$ cat src/rtl/i2c_pmon_pkg.sv
// Shared types and constants for the power-monitor I2C responder.
package i2c_pmon_pkg;

  localparam logic [6:0]  DEV_ADDR  = 7'h40;
  localparam logic [15:0] CFG_RESET = 16'h4127;

  localparam logic [2:0] REG_CFG   = 3'd0;
  localparam logic [2:0] REG_SHUNT = 3'd1;
  localparam logic [2:0] REG_BUS   = 3'd2;
  localparam logic [2:0] REG_MASK  = 3'd3;
  localparam logic [2:0] REG_LIMIT = 3'd4;

  typedef enum logic [3:0] {
    S_IDLE,
    S_ADDR,
    S_ADDR_ACK,
    S_PTR,
    S_PTR_ACK,
    S_WR_MSB,
    S_WR_ACK1,
    S_WR_LSB,
    S_WR_ACK2,
    S_RD_MSB,
    S_RD_MACK1,
    S_RD_LSB,
    S_RD_MACK2,
    S_WAIT_STOP
  } state_e;

endpackage

$ cat src/rtl/i2c_bus_sync.sv
// Synchronises raw SCL/SDA and produces single-cycle bus event pulses.
module i2c_bus_sync (
  input  logic clk_i,
  input  logic rst_ni,
  input  logic scl_i,
  input  logic sda_i,
  output logic sda_o,
  output logic start_o,
  output logic stop_o,
  output logic scl_rise_o,
  output logic scl_fall_o
);

  // [0] first sync stage, [1] synchronised value, [2] history
  logic [2:0] scl_q;
  logic [2:0] sda_q;

  // Two-stage synchroniser plus one history stage; idle bus level is high.
  always_ff @(posedge clk_i or negedge rst_ni) begin
    if (!rst_ni) begin
      scl_q <= 3'b111;
      sda_q <= 3'b111;
    end else begin
      scl_q <= {scl_q[1:0], scl_i};
      sda_q <= {sda_q[1:0], sda_i};
    end
  end

  assign sda_o      = sda_q[1];
  assign scl_rise_o =  scl_q[1] & ~scl_q[2];
  assign scl_fall_o = ~scl_q[1] &  scl_q[2];
  assign start_o    =  scl_q[1] &  scl_q[2] & ~sda_q[1] &  sda_q[2];
  assign stop_o     =  scl_q[1] &  scl_q[2] &  sda_q[1] & ~sda_q[2];

endmodule

$ cat src/rtl/i2c_pmon_responder.sv
// I2C target emulating the board power monitor: pointer, register file and alert.
//
// state      | meaning
// IDLE       | bus free, waiting for START
// ADDR       | shifting in address + R/W
// ADDR_ACK   | acknowledging our address
// PTR        | shifting in register pointer
// PTR_ACK    | acknowledging pointer byte
// WR_MSB     | shifting in write data MSB
// WR_ACK1    | acknowledging MSB
// WR_LSB     | shifting in write data LSB
// WR_ACK2    | acknowledging LSB, register commits here
// RD_MSB     | driving read data MSB
// RD_MACK1   | master ACK/NACK after MSB
// RD_LSB     | driving read data LSB
// RD_MACK2   | master ACK repeats register, NACK ends
// WAIT_STOP  | not addressed or finished, ignore until START/STOP
module i2c_pmon_responder
  import i2c_pmon_pkg::*;
(
  input  logic        clk_clk,
  input  logic        reset_reset_n,
  input  logic        scl_i,
  input  logic        sda_i,
  output logic        sda_oe,
  input  logic [15:0] meas_shunt,
  input  logic [15:0] meas_bus,
  input  logic        meas_valid,
  output logic        alert_n
);

  logic sda_s, start_p, stop_p, scl_rise, scl_fall;

  i2c_bus_sync u_sync (
    .clk_i      (clk_clk),
    .rst_ni     (reset_reset_n),
    .scl_i      (scl_i),
    .sda_i      (sda_i),
    .sda_o      (sda_s),
    .start_o    (start_p),
    .stop_o     (stop_p),
    .scl_rise_o (scl_rise),
    .scl_fall_o (scl_fall)
  );

  state_e      state_q;
  logic [2:0]  bit_cnt_q;
  logic [7:0]  shift_q;
  logic [7:0]  msb_q;
  logic [7:0]  rd_lsb_q;
  logic [2:0]  ptr_q;
  logic        rw_q, phase_q, mack_q, sda_oe_q;

  logic [15:0] cfg_q, shunt_q, bus_q, limit_q;
  logic [15:1] mask_q;
  logic        flag_q;

  logic [7:0]  byte_in;
  logic        last_bit;
  logic [15:0] rd_val;
  logic [15:0] wr_data;
  logic        wr_commit, alert_set, alert_clr;

  assign byte_in   = {shift_q[6:0], sda_s};
  assign last_bit  = (bit_cnt_q == 3'd7);
  assign wr_data   = {msb_q, shift_q};
  assign wr_commit = (state_q == S_WR_ACK2) && phase_q && scl_rise;
  assign alert_clr = (state_q == S_RD_LSB) && scl_rise && last_bit && (ptr_q == REG_MASK);
  assign alert_set = meas_valid && mask_q[15] && (meas_bus > limit_q);

  // Read mux addressed by the pointer; unused indices read as zero.
  always_comb begin
    rd_val = 16'h0000;
    case (ptr_q)
      REG_CFG:   rd_val = cfg_q;
      REG_SHUNT: rd_val = shunt_q;
      REG_BUS:   rd_val = bus_q;
      REG_MASK:  rd_val = {mask_q, flag_q};
      REG_LIMIT: rd_val = limit_q;
      default:   rd_val = 16'h0000;
    endcase
  end

  // Protocol FSM; ACK/NACK phases use phase_q to count the two SCL falls around the ninth bit.
  always_ff @(posedge clk_clk or negedge reset_reset_n) begin
    if (!reset_reset_n) begin
      state_q   <= S_IDLE;
      bit_cnt_q <= 3'd0;
      shift_q   <= 8'h00;
      msb_q     <= 8'h00;
      rd_lsb_q  <= 8'h00;
      ptr_q     <= 3'd0;
      rw_q      <= 1'b0;
      phase_q   <= 1'b0;
      mack_q    <= 1'b0;
      sda_oe_q  <= 1'b0;
    end else if (start_p) begin
      state_q   <= S_ADDR;
      bit_cnt_q <= 3'd0;
      phase_q   <= 1'b0;
      sda_oe_q  <= 1'b0;
    end else if (stop_p) begin
      state_q  <= S_IDLE;
      phase_q  <= 1'b0;
      sda_oe_q <= 1'b0;
    end else begin
      case (state_q)
        S_ADDR, S_PTR, S_WR_MSB, S_WR_LSB: begin
          if (scl_rise) begin
            shift_q   <= byte_in;
            bit_cnt_q <= bit_cnt_q + 3'd1;
            if (last_bit) begin
              phase_q <= 1'b0;
              case (state_q)
                S_ADDR: begin
                  if (shift_q[6:0] == DEV_ADDR) begin
                    rw_q    <= sda_s;
                    state_q <= S_ADDR_ACK;
                  end else begin
                    state_q <= S_WAIT_STOP;
                  end
                end
                S_PTR: begin
                  ptr_q   <= byte_in[2:0];
                  state_q <= S_PTR_ACK;
                end
                S_WR_MSB: begin
                  msb_q   <= byte_in;
                  state_q <= S_WR_ACK1;
                end
                default: state_q <= S_WR_ACK2;
              endcase
            end
          end
        end
        S_ADDR_ACK, S_PTR_ACK, S_WR_ACK1, S_WR_ACK2: begin
          if (scl_fall) begin
            if (!phase_q) begin
              sda_oe_q <= 1'b1;
              phase_q  <= 1'b1;
            end else begin
              phase_q  <= 1'b0;
              sda_oe_q <= 1'b0;
              if (state_q == S_ADDR_ACK && rw_q) begin
                state_q             <= S_RD_MSB;
                {shift_q, rd_lsb_q} <= rd_val;
                sda_oe_q            <= ~rd_val[15];
              end else if (state_q == S_ADDR_ACK) begin
                state_q <= S_PTR;
              end else if (state_q == S_WR_ACK1) begin
                state_q <= S_WR_LSB;
              end else begin
                state_q <= S_WR_MSB;
              end
            end
          end
        end
        S_RD_MSB, S_RD_LSB: begin
          if (scl_rise) begin
            bit_cnt_q <= bit_cnt_q + 3'd1;
            if (last_bit) begin
              phase_q <= 1'b0;
              state_q <= (state_q == S_RD_MSB) ? S_RD_MACK1 : S_RD_MACK2;
            end
          end else if (scl_fall) begin
            shift_q  <= {shift_q[6:0], 1'b0};
            sda_oe_q <= ~shift_q[6];
          end
        end
        S_RD_MACK1, S_RD_MACK2: begin
          if (scl_fall) begin
            if (!phase_q) begin
              sda_oe_q <= 1'b0;
              phase_q  <= 1'b1;
            end else begin
              phase_q <= 1'b0;
              if (!mack_q) begin
                state_q <= S_WAIT_STOP;
              end else if (state_q == S_RD_MACK1) begin
                state_q  <= S_RD_LSB;
                shift_q  <= rd_lsb_q;
                sda_oe_q <= ~rd_lsb_q[7];
              end else begin
                state_q             <= S_RD_MSB;
                {shift_q, rd_lsb_q} <= rd_val;
                sda_oe_q            <= ~rd_val[15];
              end
            end
          end else if (scl_rise && phase_q) begin
            mack_q <= ~sda_s;
          end
        end
        default: ;
      endcase
    end
  end

  // Register file: measurement capture and I2C write commit.
  always_ff @(posedge clk_clk or negedge reset_reset_n) begin
    if (!reset_reset_n) begin
      cfg_q   <= CFG_RESET;
      shunt_q <= 16'h0000;
      bus_q   <= 16'h0000;
      mask_q  <= 15'h0000;
      limit_q <= 16'h0000;
    end else begin
      if (meas_valid) begin
        shunt_q <= meas_shunt;
        bus_q   <= meas_bus;
      end
      if (wr_commit) begin
        case (ptr_q)
          REG_CFG:   cfg_q   <= wr_data;
          REG_MASK:  mask_q  <= wr_data[15:1];
          REG_LIMIT: limit_q <= wr_data;
          default: ;
        endcase
      end
    end
  end

  // Alert flag: a new over-limit sample wins over a concurrent read-clear.
  always_ff @(posedge clk_clk or negedge reset_reset_n) begin
    if (!reset_reset_n) begin
      flag_q <= 1'b0;
    end else if (alert_set) begin
      flag_q <= 1'b1;
    end else if (alert_clr) begin
      flag_q <= 1'b0;
    end
  end

  assign sda_oe  = sda_oe_q;
  assign alert_n = ~flag_q;

endmodule

$ cat config.mk
export PLATFORM = sky130hd
export DESIGN_NAME = i2c_pmon_responder
export DESIGN_NICKNAME = d
export VERILOG_FILES = /design/src/rtl/i2c_pmon_pkg.sv /design/src/rtl/i2c_bus_sync.sv /design/src/rtl/i2c_pmon_responder.sv
export SDC_FILE = /design/constraint.sdc
export NUM_CORES = 1
export LEC_CHECK = 0
export ABC_AREA = 1
export CORE_MARGIN = 8
export CORE_UTILIZATION = 66
export CTS_BUF_LIST = sky130_fd_sc_hd__clkbuf_4
export CTS_CLUSTER_DIAMETER = 150
export DETAILED_ROUTE_END_ITERATION = 7
export HOLD_SLACK_MARGIN = 0.12
export PLACE_DENSITY = 0.86
export SYNTH_ARGS = -nofsm -noshare
export SYNTH_HDL_FRONTEND = slang
export SYNTH_SLANG_ARGS = --single-unit
export TNS_END_PERCENT = 30
$ cat constraint.sdc
create_clock -name clk_clk -period 4 [get_ports clk_clk]
set_input_delay 1 -clock clk_clk [delete_from_list [all_inputs] [get_ports clk_clk]]
set_output_delay 1 -clock clk_clk [all_outputs]
set_load 0.02 [all_outputs]
==> reports/qor.yml <==
start_util_pct: 67.8
die_area_mm2: 0.0129
path_cells: "inv_1 > clkdlybuf4s50_1"
fmax_mhz: 372
min_period_ps: 2690
finalSetupTns_ps: 0
yosys-top-cells-area: "dfrtp_1 (45%), nand2_1 (14%), inv_1 (5.5%)"
busiest_layer: "met2"
synth_warnings: 0
finalClockSkew_ps: 19.6
post_cts_resized: 0
outcome: "complete, no violations"
pin_count: 39
postCtsHoldBufs: 0
clk_pin_slew_ps: 110
diodes: 0
power_density_mw_per_mm2: 513
dp_hpwl_um: 12200
synthCells: 781
reg2reg_from: "ptr_q[1]"
num_vias: 5588
hold_viol: 0
use_met1_pct: 33.3
gr-total-overflow: 0
cts_tree: "built"
cts.sinks: 124
setup_viol: 0
slew_headroom_pct: 23.8
first_iter_violations: 621
path_max_fanout: 3
die_y_um: 113
coreArea_mm2: 0.00924
grt_usage_pct: 26.9
drtPass1Iterations: 7
rsz0062_at_grt: "no"
reg2regPathDepth: 5
crit_path_start_kind: "register"
htree_levels: 4
via_per_inst: 5.81
slowest_stage: "clkdlybuf4s50_1"
ir_drop_mv: 0.475
fillCellCount: 671
crit_start: "flag_q"
fin_nets: 874
maxSlewViolCount: 0
drv.max_cap_violation_count: 0
cp-end-kind: "output pin"
cts_setup_buffers: 0
place_congestion: 0.940
portBuffers: 38
multi_input_area_mm2: 0.00268
met2_usage_pct: 42.8
grt_pass1_vias: 5439
drtAntennaViolNets: 0
synth_cell_types: 36
root_buffer: "clkbuf_4"
tightest_slew_ps: 1140
wirelength_um: 16500
met3_usage_pct: 6.97
rows: 35
ys_seq_elements: 124
routedWlPerCell_um: 17.1
seq_area_mm2: 0.00312
clock_path_buffers: 2
grt_max_degree: 65
cts_inserted_buffers: 17
fin_crit_sh_pct: 67.3
arrival_ps: 1690
crit_path_end: "alert_n"
syn_nets: 836
area_delta_synth_final_pct: 11.8
clock_latency_ps: 550
p_leak_nw: 3.25
regToRegEndpoint: "limit_q[11]"
die_w_um: 113
hold_path.class: "register to register"
grt_antenna_before_repair: 1
hp-start: "u_sync.scl_q[0]"
reg2reg_setup_slack_ps: 1390
drive_gt1_share_pct: 10.2
crit_path_max_incr_delay_ps: 640
cp.required_ps: 3000
drc: 0
synth_seq_area_share_pct: 49.8
syn_area_mm2: 0.00626
netlist.area_leader.share_pct: 44.8
synth_area_leader_cell: "dfrtp_1"
criticalPathCategory: "register to output pin"
grt_pass1_wl_um: 27000
postLayoutCoreUtil_pct: 75.8
syn_avg_cell_area_um2: 8.02
==> sequential cells by signal, indices dropped and copies added (netlist names) <==
signal	count
bit_cnt_q	3
bus_q	16
cfg_q	16
flag_q	1
limit_q	16
mack_q	1
mask_q	15
msb_q	8
phase_q	1
ptr_q	3
rd_lsb_q	8
rw_q	1
sda_oe	1
shift_q	8
shunt_q	16
state_q	4
u_sync.scl_q	3
u_sync.sda_q	3
==> cell type report <==
class	count	share of cell area (%)
inverter	101	5.45
tap	129	2.31
sequential	124	44.5
clock buffer	17	1.82
multi-input combinational	534	38.2
timing repair buffer	41	5.90
clock inverter	15	1.77
==> synthesized netlist by cell type (all sizes together) <==
master and n:
nand3b 1, nand3 34, nor3 8, nand4 13, mux2 13, a22o 2
and3 1, inv 101, o21ai 115, o21a 1, clkbuf 19, nor2 51
ha 18, dfstp 12, nand2 242, a31oi 1, o221ai 6, or2 1
dfrtp 112, buf 3, o211ai 1, a21oi 23, o22ai 2, a22oi 1
==> per-stage QoR <==
stage	total power, mW	hold WS (ps)	cells	cell area [um2]	setup slack (ps)
after floorplan	2.42	345	781	6260	1970
after global placement	2.76	347	929	6750	1420
after detailed placement	2.79	350	929	6750	1370
after CTS	3.59	365	961	7000	1300
after global routing	3.83	369	961	7000	1220
final	3.59	366	961	7000	1310
==> worst min path at each step <==
stage	slack, ps	end	cells past startpoint
after floorplan	350	u_sync.scl_q[1]	0
after global placement	350	u_sync.scl_q[1]	0
after detailed placement	350	u_sync.scl_q[1]	0
after CTS	370	u_sync.scl_q[1]	0
after global routing	370	u_sync.sda_q[1]	0
final	370	u_sync.scl_q[1]	0
==> critical path: cells and delay by family, from the launching register on <==
kind,cells,cell delay (ps)
buffers and inverters,2,770
flip-flops,1,380
==> routing by layer <==
layer	up-vias	wire, um
li1	2607	-
met1	2657	6710
met2	265	7910
met3	57	1280
met4	2	551
met5	-	9
==> power by group <==
group | leakage [nW] | switching, mW | total (mW) | internal, mW
combinational | 1.52 | 0.848 | 1.24 | 0.393
clock | 0.135 | 0.496 | 0.800 | 0.304
sequential | 1.60 | 0.121 | 1.55 | 1.43
==> cell families after synthesis <==
logic type	after synthesis	synth area share (%)
flip-flops	124	49.8
AND/OR/NAND/NOR	351	23.7
adder cells (fa/ha/maj)	18	3.60
AO/OA/AOI/OAI	152	13.1
multiplexers	13	2.34
buffers and inverters	123	7.47
==> cells in the final DEF (no fill, tap or decap), types with 5 or more instances in the layout <==
| master | Yosys | routed |
|---|---|---|
| a21oi_1 | 22 | 22 |
| clkbuf_4 | 0 | 17 |
| clkdlybuf4s50_1 | 0 | 37 |
| dfrtp_1 | 112 | 112 |
| dfstp_2 | 12 | 12 |
| ha_1 | 18 | 18 |
| inv_1 | 92 | 92 |
| inv_2 | 8 | 8 |
| mux2_2 | 13 | 13 |
| nand2_1 | 237 | 237 |
| nand2_2 | 5 | 5 |
| nand3_1 | 33 | 33 |
| nand4_1 | 12 | 12 |
| nor2_1 | 45 | 45 |
| nor3_1 | 7 | 7 |
| o21ai_0 | 68 | 68 |
| o21ai_1 | 45 | 45 |
| o221ai_1 | 6 | 6 |
Power figures use the tool's default switching activity.
